File: src/rtl/sampq_arbiter.sv
// Round-robin arbiter: one holding slot per source, granted into a registered valid/ready stage.
// Latency 2 cycles from avails to sample_avail; output holds while stalled, full slots drop new samples.
module sampq_arbiter #(
  parameter int NUM_SOURCES = 4,
  parameter int SAMPLE_W    = 72
) (
  input  logic                            clk,
  input  logic                            rst_n,
  input  logic                            sq_active,
  input  logic [SAMPLE_W*NUM_SOURCES-1:0] sources,
  input  logic [NUM_SOURCES-1:0]          avails,
  output logic [SAMPLE_W-1:0]             sample,
  output logic                            sample_avail,
  input  logic                            sample_ready,
  output logic [$clog2(NUM_SOURCES)-1:0]  sample_src,
  output logic [NUM_SOURCES-1:0]          overflow,
  output logic [15:0]                     drop_count
);

  localparam int PW = $clog2(NUM_SOURCES);

  logic [NUM_SOURCES-1:0] have_data;
  logic [SAMPLE_W-1:0]    slot [NUM_SOURCES];
  logic [PW-1:0]          ptr;

  logic                   load;
  logic                   found;
  logic [PW-1:0]          grant_idx;
  logic [NUM_SOURCES-1:0] grant_oh;
  logic [NUM_SOURCES-1:0] fill;
  logic [NUM_SOURCES-1:0] drop_mask;
  logic [4:0]             drop_num;
  logic [16:0]            drop_sum;
  int                     idx;

  assign load = !sample_avail || sample_ready;

  // Search starts just after the last granted source and wraps.
  always_comb begin
    found     = 1'b0;
    grant_idx = '0;
    idx       = 0;
    for (int o = 1; o <= NUM_SOURCES; o++) begin
      idx = int'(ptr) + o;
      if (idx >= NUM_SOURCES) idx = idx - NUM_SOURCES;
      if (!found && have_data[idx]) begin
        found     = 1'b1;
        grant_idx = PW'(idx);
      end
    end
  end

  always_comb begin
    grant_oh  = '0;
    fill      = '0;
    drop_mask = '0;
    drop_num  = '0;
    for (int i = 0; i < NUM_SOURCES; i++) begin
      grant_oh[i]  = load && found && (grant_idx == PW'(i));
      // A slot being drained this cycle may take a new sample without dropping.
      fill[i]      = sq_active && avails[i] && (!have_data[i] || grant_oh[i]);
      drop_mask[i] = sq_active && avails[i] && have_data[i] && !grant_oh[i];
      drop_num     = drop_num + {4'b0, drop_mask[i]};
    end
    drop_sum = {1'b0, drop_count} + {12'b0, drop_num};
  end

  always_ff @(posedge clk or negedge rst_n) begin
    if (!rst_n) begin
      have_data <= '0;
      for (int i = 0; i < NUM_SOURCES; i++) slot[i] <= '0;
    end else begin
      for (int i = 0; i < NUM_SOURCES; i++) begin
        if (fill[i]) slot[i] <= sources[i*SAMPLE_W +: SAMPLE_W];
        if (!sq_active)      have_data[i] <= 1'b0;
        else if (fill[i])    have_data[i] <= 1'b1;
        else if (grant_oh[i]) have_data[i] <= 1'b0;
      end
    end
  end

  always_ff @(posedge clk or negedge rst_n) begin
    if (!rst_n) begin
      sample       <= '0;
      sample_src   <= '0;
      sample_avail <= 1'b0;
      ptr          <= PW'(NUM_SOURCES - 1);
      overflow     <= '0;
      drop_count   <= '0;
    end else if (!sq_active) begin
      sample_avail <= 1'b0;
      ptr          <= PW'(NUM_SOURCES - 1);
      overflow     <= '0;
      drop_count   <= '0;
    end else begin
      if (load) begin
        if (found) begin
          sample       <= slot[grant_idx];
          sample_src   <= grant_idx;
          sample_avail <= 1'b1;
          ptr          <= grant_idx;
        end else begin
          sample_avail <= 1'b0;
        end
      end
      overflow   <= overflow | drop_mask;
      drop_count <= drop_sum[16] ? 16'hFFFF : drop_sum[15:0];
    end
  end

endmodule

File: config.mk
export PLATFORM = sky130hd
export DESIGN_NAME = sampq_arbiter
export DESIGN_NICKNAME = d
export VERILOG_FILES = /design/src/rtl/sampq_arbiter.sv
export SDC_FILE = /design/constraint.sdc
export NUM_CORES = 1
export LEC_CHECK = 0
export CAP_MARGIN = 25
export CORE_MARGIN = 2
export CORE_UTILIZATION = 34
export CTS_CLUSTER_DIAMETER = 120
export CTS_CLUSTER_SIZE = 12
export DETAILED_ROUTE_END_ITERATION = 8
export PLACE_DENSITY = 0.56
export SYNTH_ARGS = -nofsm -noshare
export SYNTH_HDL_FRONTEND = slang
export SYNTH_SLANG_ARGS = --single-unit
File: constraint.sdc
create_clock -name clk -period 5.82 [get_ports clk]
set_clock_uncertainty 0.1 [all_clocks]
set_input_delay 0.582 -clock clk [delete_from_list [all_inputs] [get_ports clk]]
set_output_delay 0.582 -clock clk [all_outputs]
set_load 0.03 [all_outputs]
==> results of run 1 <==
==> per-layer routing <==
layer	global-route usage	wire, um
met1	0.273	23700
met2	0.335	26600
met5	0	13
met4	0.0631	1110
met3	0.0483	3740
==> placed cells by master, fill, tap and decap left out, drive strengths merged, types with 3 or more instances in the layout <==
cell type	instances
o21ai	82
nand2	18
o21a	7
nor2b	4
nand3	61
dfrtp	387
clkdlybuf4s50	389
nand4	3
nor2	89
a21boi	17
and2	3
a31oi	3
xor2	6
buf	20
and3	20
fa	3
inv	9
a21o	59
diode	9
a221oi	72
a21oi	96
o21ba	3
clkbuf	47
xnor2	4
mux2	288
==> metrics by stage <==
| step | instance area, um2 | util | power (mW) |
|---|---|---|---|
| floorplan | 17400 | - | 5.03 |
| global placement | 21700 | 0.431 | 5.98 |
| detailed placement | 21700 | 0.431 | 6.03 |
| CTS | 22800 | 0.452 | 8.38 |
| global route | 22800 | 0.453 | 8.70 |
| finish | 22800 | 0.453 | 8.27 |
==> logic make-up (layout without fill, tap and decap cells) <==
| family | after synthesis | after routing |
|---|---|---|
| other | 0 | 9 |
| DFF | 389 | 389 |
| buffers and inverters | 116 | 466 |
| and+or+nand+nor | 208 | 208 |
| muxes | 290 | 290 |
| adders and majority gates | 4 | 4 |
| xor gates and xnor gates | 10 | 10 |
| AOI/OAI and AO/OA | 348 | 348 |
==> final cells by class <==
cell class,instances,area (um2),share of cell area
inverters,8,30.0,0.00132
diodes,9,22.5,0.000986
clock inverters,1,8.76,0.000384
flip-flops and latches,389,9740,0.426
clock buffers,47,1050,0.0459
multi-input cells,860,7020,0.307
repair buffers,410,4120,0.181
well taps,672,841,0.0368
==> worst reg2reg max path: stages, from the launching register on <==
cell and delay [ns]:
dfrtp_1 0.58, or2_2 0.40, o2bb2ai_1 0.13, o21a_1 0.21, and3_1 0.21, fa_1 0.50, inv_1 0.05, fa_1 0.41
inv_1 0.09, fa_1 0.28, nand4_1 0.17, or3_1 0.62, a21oi_1 0.25
==> cell usage after synthesis, types with 15 or more instances <==
library cell | n | area share
a21boi_0 | 15 | 0.0065
a21o_1 | 59 | 0.025
a21oi_1 | 94 | 0.027
a221oi_1 | 72 | 0.036
and3_1 | 19 | 0.0068
buf_6 | 17 | 0.011
clkbuf_1 | 62 | 0.013
dfrtp_1 | 387 | 0.56
mux2_2 | 218 | 0.14
mux2_4 | 70 | 0.060
nand2_1 | 18 | 0.0039
nand3_1 | 61 | 0.018
nor2_1 | 89 | 0.019
o21ai_0 | 78 | 0.022
==> flip-flops by register name, indices dropped and copies added (netlist names) <==
signal / flops
overflow: 4
drop_count: 16
sample_src: 2
sample_avail: 1
have_data: 4
ptr: 2
sample: 72
slot: 288
==> where the power goes <==
part           internal (mW)  total, mW  switching [mW]
Sequential              3.31       3.65           0.339
Clock                   1.25       2.29            1.04
Combinational           1.14       2.33            1.19
Total                   5.70       8.27            2.56
==> final timing paths <==
check / slack (ns) / endpoint / start / depth (start not counted)
setup reg to reg: 1.71 / drop_count[8] / have_data[1] / 12
setup / recovery: 1.59 / drop_count[8] / sq_active / 11
max in group asynchronous: 3.83 / slot[170] / rst_n / 3
hold reg to reg: 0.40 / sample_src[1] / sample_src[1] / 2
min in group asynchronous: 0.44 / drop_count[13] / rst_n / 2
hold / removal: 0.40 / sample_src[1] / sample_src[1] / 2
==> results.cfg, run 1 <==
[outcome]
status = completed

[timing]
fmax_mhz = 236
min_period_ns = 4.23
rsz0062_at_grt = no
max_slew_margin = 0.320
tns_ns = 0
setup_viol = 0
fin_ws_ns = 1.59
finalHoldViolations = 0
maxSlewViolCount = 0
tightest_slew_ns = 1.02
hold_ws_ns = 0.397
fin_crit_sh = 0.727

[synth]
synth_top_family_by_area = multiplexers
synth_area_per_cell_um2 = 12.8
ys_async_sr_fraction = 1.00
netlist_area_um2 = 17400
synthAdderAreaFrac = 0.00416
synthSimpleGateAreaFrac = 0.0562
yosys-mux-area-fraction = 0.202
synth_edf_count = 0
synth-compound-area-share = 0.131
ys_seq_area_frac = 0.559
synth_warnings = 0
synth_seq_cells = 389
synth_top_flop_cell = dfrtp_1
synth_cell_types = 51
syn-num-nets = 1665
synth_xor_area_frac = 0.00503
syn_inst = 1365

[critical_path]
crit_arrival_ns = 4.58
path_delay_family = buffers and inverters
path_buf_inv = 4
crit_required_ns = 6.16
crit_slowest_cell = inv_1
cp_max_fo = 24
worstSetupPathType = input port to flop
cp-start-kind = input port
endpoint_kind = flop
slowest_delay_ns = 0.75
crit_path_cell_trace = clkdlybuf4s50_1 > inv_1 > nor3_1 > fa_1 > inv_1 > fa_1 > inv_1 > fa_1 > nand4_1 > or3_1 > a21oi_1

[routing]
drt_iter0_markers = 756
routed_via_density = 5.25
vias = 12600
dr.pass1.iters = 5
drc_errors = 0
wirelength_um = 55200
wire_per_inst_um = 23.1
ant_nets = 0

[cts]
clk_pin_slew_ns = 0.06
cts_hold_buf = 1
clk_latency_ns = 0.55
cts_sinks = 389
cts_buffer_depth = 3
root_buffer = clkbuf_16
cts_tree = done
numCtsBuffers = 38
h-tree-depth = 2
post_cts_buffers = 0
ctsResizeCount = 0

[floorplan]
die_y_um = 230
core-area_um2 = 50400
dieArea_um2 = 53100
initial_core_util = 0.346
die_w_um = 230
num_rows = 82
io_pins = 391

[placement]
port_buffers = 390
dp_cells = 2337
routabilityCongestion = 0.774
pre_cts_ws_ns = 1.05
hpwl_um = 34300

[global_route]
grt_overflow_total = 0
grt_first_pass_wirelength_um = 83700
antenna_found_initial = 11
grt_util_all_layers = 0.206
grt_pass1_vias = 13300
grt_max_degree = 173

[job]
cap_violations = 0

[layout]
drive_above_1_share = 0.216
final_cells = 2396
area_growth_pct = 31.0
nets = 2007
fillers = 4656

[power_and_ir_drop]
peakVddDrop_mv = 0.186
p_leak_nw = 9.31
power_density_nw_per_um2 = 362

[hold_path]
holdCritPathClass = flop to flop
(Power assumes the default switching activity.)
==> inputs of run 2 (changes only) <==
--- a/config.mk
+++ b/config.mk
@@ -11,7 +11,7 @@
 export CTS_CLUSTER_DIAMETER = 120
 export CTS_CLUSTER_SIZE = 12
 export DETAILED_ROUTE_END_ITERATION = 8
-export PLACE_DENSITY = 0.56
+export PLACE_DENSITY = 0.58
 export SYNTH_ARGS = -nofsm -noshare
 export SYNTH_HDL_FRONTEND = slang
 export SYNTH_SLANG_ARGS = --single-unit
==> constraint.sdc (replaced) <==
create_clock -name clk -period 3.6 [get_ports clk]
set_clock_uncertainty 0.1 [all_clocks]
set_input_delay 0.36 -clock clk [delete_from_list [all_inputs] [get_ports clk]]
set_output_delay 0.36 -clock clk [all_outputs]
set_load 0.03 [all_outputs]
==> results.cfg, run 2 (synthesized netlist as in run 1, its figures left out) <==
[timing]
finalHoldViolations = 0
setup_viol = 0
tightest_slew_ns = 1.02
rsz0062_at_grt = no
fmax_mhz = 289
min_period_ns = 3.46
tns_ns = 0
fin_crit_sh = 0.961
max_slew_margin = 0.323
maxSlewViolCount = 0
hold_ws_ns = 0.314

[power_and_ir_drop]
p_switching_mw = 4.18
report.power.total_mw = 13.4
power_density_nw_per_um2 = 578
p_comb_frac = 0.288
pwr-share-clk = 0.273
netSwitchingFraction = 0.312
seq_power_share = 0.439
peakVddDrop_mv = 0.306
p_leak_nw = 9.52
intPower_mw = 9.23

[critical_path]
slowest_delay_ns = 0.50
endpoint_kind = flop
crit_path_cell_trace = or2_2 > o2bb2ai_1 > o21a_1 > and3_1 > fa_1 > inv_1 > fa_1 > inv_1 > fa_1 > buf_4 > and4_1 > nand4_1 > o21ai_0 > a21oi_1
path_buf_inv = 3
worstSetupPathType = flop to flop
cp_max_fo = 4
cp-start-kind = flop
crit_slowest_cell = fa_1
critPathMostFrequentCell = fa_1
crit_arrival_ns = 3.79
path_delay_family = adder cells
reg2reg_setup_slack_ns = 0.14
crit_required_ns = 3.93

[layout]
top_regs = slot (288), sample (72), drop_count (16)
max_flop_register = slot
nets = 2045
area_growth_pct = 33.2
mostFrequentLayoutCells = 389 x clkdlybuf4s50_1, 386 x dfrtp_1, 218 x mux2_2
largest_register_ffs = 288
layout.cells.most_common = clkdlybuf4s50_1
drive_above_1_share = 0.233
final_area_um2 = 23200

[cts]
cts_tree = done
cts_buffer_depth = 3
h-tree-depth = 2
numCtsBuffers = 38
cts_sinks = 389
clk_pin_slew_ns = 0.06
clk_latency_ns = 0.55
post_cts_buffers = 0
root_buffer = clkbuf_16

[global_route]
grt_max_degree = 96
grt_overflow_total = 0
grt_util_all_layers = 0.207
grt_first_pass_wirelength_um = 84400
antenna_found_initial = 11
grt_pass1_vias = 13800

[floorplan]
die_w_um = 230
die_y_um = 230
initial_core_util = 0.346
num_rows = 82
dieArea_um2 = 53100
core-area_um2 = 50400
io_pins = 391

[hold_path]
holdCritPathClass = input port to flop

[placement]
routabilityCongestion = 0.797
hpwl_um = 35900
port_buffers = 390
post_dp_cell_area_um2 = 22100

[routing]
drc_errors = 0
wirelength_um = 55300
routed_via_density = 5.23
drt_iter0_markers = 715
vias = 12800
wire_per_inst_um = 22.7
ant_nets = 0
dr.pass1.iters = 5

[job]
cap_violations = 0

[outcome]
status = completed
run 2: cell types whose count changed in the layout (fill, tap and decap cells not counted):
| cell | delta |
|---|---|
| buf_16 | +1 |
| nor2b_2 | +1 |
| diode_2 | +1 |
| buf_4 | +30 |
| nor3_2 | +1 |
| nor2b_1 | -1 |
| clkbuf_1 | +7 |
| dfrtp_2 | +1 |
| buf_6 | +1 |
| buf_12 | +6 |
| inv_6 | +1 |
| nor3_1 | -1 |
| clkbuf_16 | -2 |
| dfrtp_1 | -1 |
run 2: layer usage:
metal,track usage,vias up,share of wire
met2,0.342,364,0.48
met1,0.268,6587,0.43
met5,0,-,0.00031
met4,0.0742,4,0.027
met3,0.0456,94,0.065
li1,-,5722,-
run 2: per-stage QoR:
step | util | std cells | worst slack [ns]
after detailed placement | 0.439 | 2376 | -0.181
after global routing | 0.461 | 2439 | 0.0161
after global placement | 0.438 | 2374 | -0.160
final | 0.461 | 2441 | 0.139
after floorplan | - | 1365 | 0.00997
after CTS | 0.460 | 2431 | 0.120
run 2: power by group through the flow:
stage	logic (mW)	registers, mW	clock network [mW]
CTS	3.91	5.88	3.80
global placement	3.82	5.92	0
floorplan	1.78	6.36	0
detailed placement	3.89	5.95	0
finish	3.86	5.88	3.67
global route	4.15	6.00	3.96
run 2: worst paths after layout:
check / endpoint / cells past startpoint / startpoint
setup reg to reg: drop_count[12] / 14 / have_data[0]
hold / removal: slot[190] / 2 / sources[118]
min in group asynchronous: drop_count[9] / 2 / rst_n
hold reg to reg: sample_src[1] / 2 / sample_src[1]
setup / recovery: drop_count[12] / 14 / have_data[0]
max in group asynchronous: slot[132] / 4 / rst_n
run 2: cell type report:
type                    instances  area (um2)
fillers                      4608       27200
flip-flops and latches        389        9740
multi-input cells             860        7030
repair buffers                448        4510
clock buffers                  52        1020
well taps                     672         841
inverters                       8        30.0
diodes                         10        25.0
clock inverters                 2        17.5
run 2: what timing repair did:
action                                  in CTS  in global routing
endpoints found under the setup margin       0                  9
hold endpoints to repair                    88                  0
resized for setup                            0                  4
hold buffers                                 1                  0
==> inputs of run 3 (changes only) <==
--- a/config.mk
+++ b/config.mk
@@ -6,12 +6,12 @@
 export NUM_CORES = 1
 export LEC_CHECK = 0
 export CAP_MARGIN = 25
-export CORE_MARGIN = 2
-export CORE_UTILIZATION = 34
+export CORE_MARGIN = 3
+export CORE_UTILIZATION = 39
 export CTS_CLUSTER_DIAMETER = 120
 export CTS_CLUSTER_SIZE = 12
 export DETAILED_ROUTE_END_ITERATION = 8
-export PLACE_DENSITY = 0.58
+export PLACE_DENSITY = 0.65
 export SYNTH_ARGS = -nofsm -noshare
 export SYNTH_HDL_FRONTEND = slang
 export SYNTH_SLANG_ARGS = --single-unit
==> results.cfg, run 3 (synthesized netlist as in run 1, its figures left out) <==
[outcome]
status = completed

[cts]
clk_pin_slew_ns = 0.07
cts_tree = done
cts_buffer_depth = 3
numCtsBuffers = 38
root_buffer = clkbuf_16
post_cts_buffers = 0
clk_latency_ns = 0.55
h-tree-depth = 2
cts_sinks = 389

[routing]
wire_per_inst_um = 22.7
routed_via_density = 5.47
drt_iter0_markers = 853
dr.pass1.iters = 5
wirelength_um = 53400
ant_nets = 0
vias = 12800
drc_errors = 0

[critical_path]
reg2reg_setup_slack_ns = 0.19
endpoint_kind = flop
crit_slowest_cell = fa_1
crit_path_cell_trace = or2_2 > o2bb2ai_1 > o21a_1 > and3_1 > fa_1 > inv_1 > fa_2 > inv_2 > fa_2 > nand4_1 > or3_4 > buf_4 > o21a_1 > nor2_1
ff2ff_path_depth = 14
cp_max_fo = 7
crit_required_ns = 3.97
crit_arrival_ns = 3.78
cp-start-kind = flop
slowest_delay_ns = 0.51
worstSetupPathType = flop to flop

[layout]
mostFrequentLayoutCells = 389 x clkdlybuf4s50_1, 386 x dfrtp_1, 218 x mux2_2
largest_register_ffs = 288
fillers = 3776
final_area_um2 = 23200
top_regs = slot (288), sample (72), drop_count (16)
multi_input_area_um2 = 7040
nets = 2051
area_growth_pct = 32.9
layout.cells.most_common = clkdlybuf4s50_1
seq_area_um2 = 9740
max_flop_register = slot
drive_above_1_share = 0.239

[global_route]
grt_pass1_vias = 13600
grt_util_all_layers = 0.224
grt_max_degree = 109
antenna_found_initial = 7
grt_overflow_total = 0
grt_first_pass_wirelength_um = 82200

[placement]
routabilityCongestion = 0.813
post_dp_cell_area_um2 = 22000
port_buffers = 390
hpwl_um = 34800

[timing]
fmax_mhz = 293
min_period_ns = 3.41
maxSlewViolCount = 0
setup_viol = 0
finalHoldViolations = 0
rsz0062_at_grt = no
tightest_slew_ns = 0.940
tns_ns = 0
max_slew_margin = 0.374
fin_crit_sh = 0.947

[power_and_ir_drop]
peakVddDrop_mv = 0.371
power_density_nw_per_um2 = 579
p_comb_frac = 0.287
p_leak_nw = 9.56
p_switching_mw = 4.13
pwr-share-clk = 0.274
seq_power_share = 0.439
intPower_mw = 9.28
netSwitchingFraction = 0.308

[floorplan]
num_rows = 76
io_pins = 391
die_y_um = 217
core-area_um2 = 43600
initial_core_util = 0.399
dieArea_um2 = 47300
die_w_um = 217

[hold_path]
hold-path-cell-count = 2
holdCritPathClass = input port to flop

[job]
cap_violations = 0
[run 3: changes by cell type in the layout (fill, tap and decap cells not counted), moves of 2 or more]
cell	before	now
diode_2	10	4
clkbuf_16	39	41
buf_12	11	13
fa_1	3	1
fa_2	0	2
buf_4	44	50
clkbuf_1	13	5
[run 3: worst paths after layout]
path | end | start
worst max-delay path | drop_count[6] | have_data[0]
worst min-delay path | slot[150] | sources[78]
worst max register to register | drop_count[6] | have_data[0]
worst min register to register | slot[27] | slot[27]
max in group asynchronous | slot[233] | rst_n
min in group asynchronous | drop_count[9] | rst_n
[run 3: routing by layer]
metal  vias to the layer above  routed length (um)  GRT usage
met4                         6                 899     0.0515
met2                       400               25900      0.373
li1                       5722                   -          -
met3                        65                3780     0.0598
met5                         -                  34          0
met1                      6635               22800      0.294
[run 3: power by group through the flow]
stage | Combinational [mW] | Clock, mW | Sequential, mW
final | 3.85 | 3.68 | 5.88
after global routing | 4.14 | 3.95 | 6.00
after CTS | 3.88 | 3.78 | 5.88
after detailed placement | 3.86 | 0 | 5.95
after global placement | 3.80 | 0 | 5.91
after floorplan | 1.78 | 0 | 6.36
[run 3: layout make-up]
type                            count  share of cell area
Tap cell                          585              0.0316
Antenna cell                        4            0.000432
Sequential cell                   389               0.421
Clock buffer                       46              0.0451
Clock inverter                      1            0.000378
Multi-Input combinational cell    860               0.304
Inverter                            8             0.00130
Timing Repair Buffer              454               0.197
[run 3: critical path, delay by kind of cell (launching register included)]
family	cells	cell delay (ns)
buf+inv	3	0.28
simple gates	5	1.12
compound gates	3	0.41
fa+ha+maj	3	1.05
flops	1	0.37
[run 3: per-stage QoR]
step / total power [mW] / util / instances / hold slack, ns / worst slack (ns)
5_1_grt: 14.1 / 0.530 / 2347 / 0.285 / 0.0108
4_1_cts: 13.5 / 0.529 / 2342 / 0.281 / 0.0857
3_5_place_dp: 9.81 / 0.505 / 2294 / 0.384 / -0.187
3_3_place_gp: 9.71 / 0.505 / 2294 / 0.378 / -0.134
6_report: 13.4 / 0.530 / 2347 / 0.314 / 0.192
2_1_floorplan: 8.14 / - / 1365 / -0.0356 / 0.00997
[run 3: repair_timing]
action,4_1_cts,5_1_grt
resized for setup,0,6
setup endpoints to repair,0,7
endpoints found under the hold margin,99,0
hold buffers,1,0
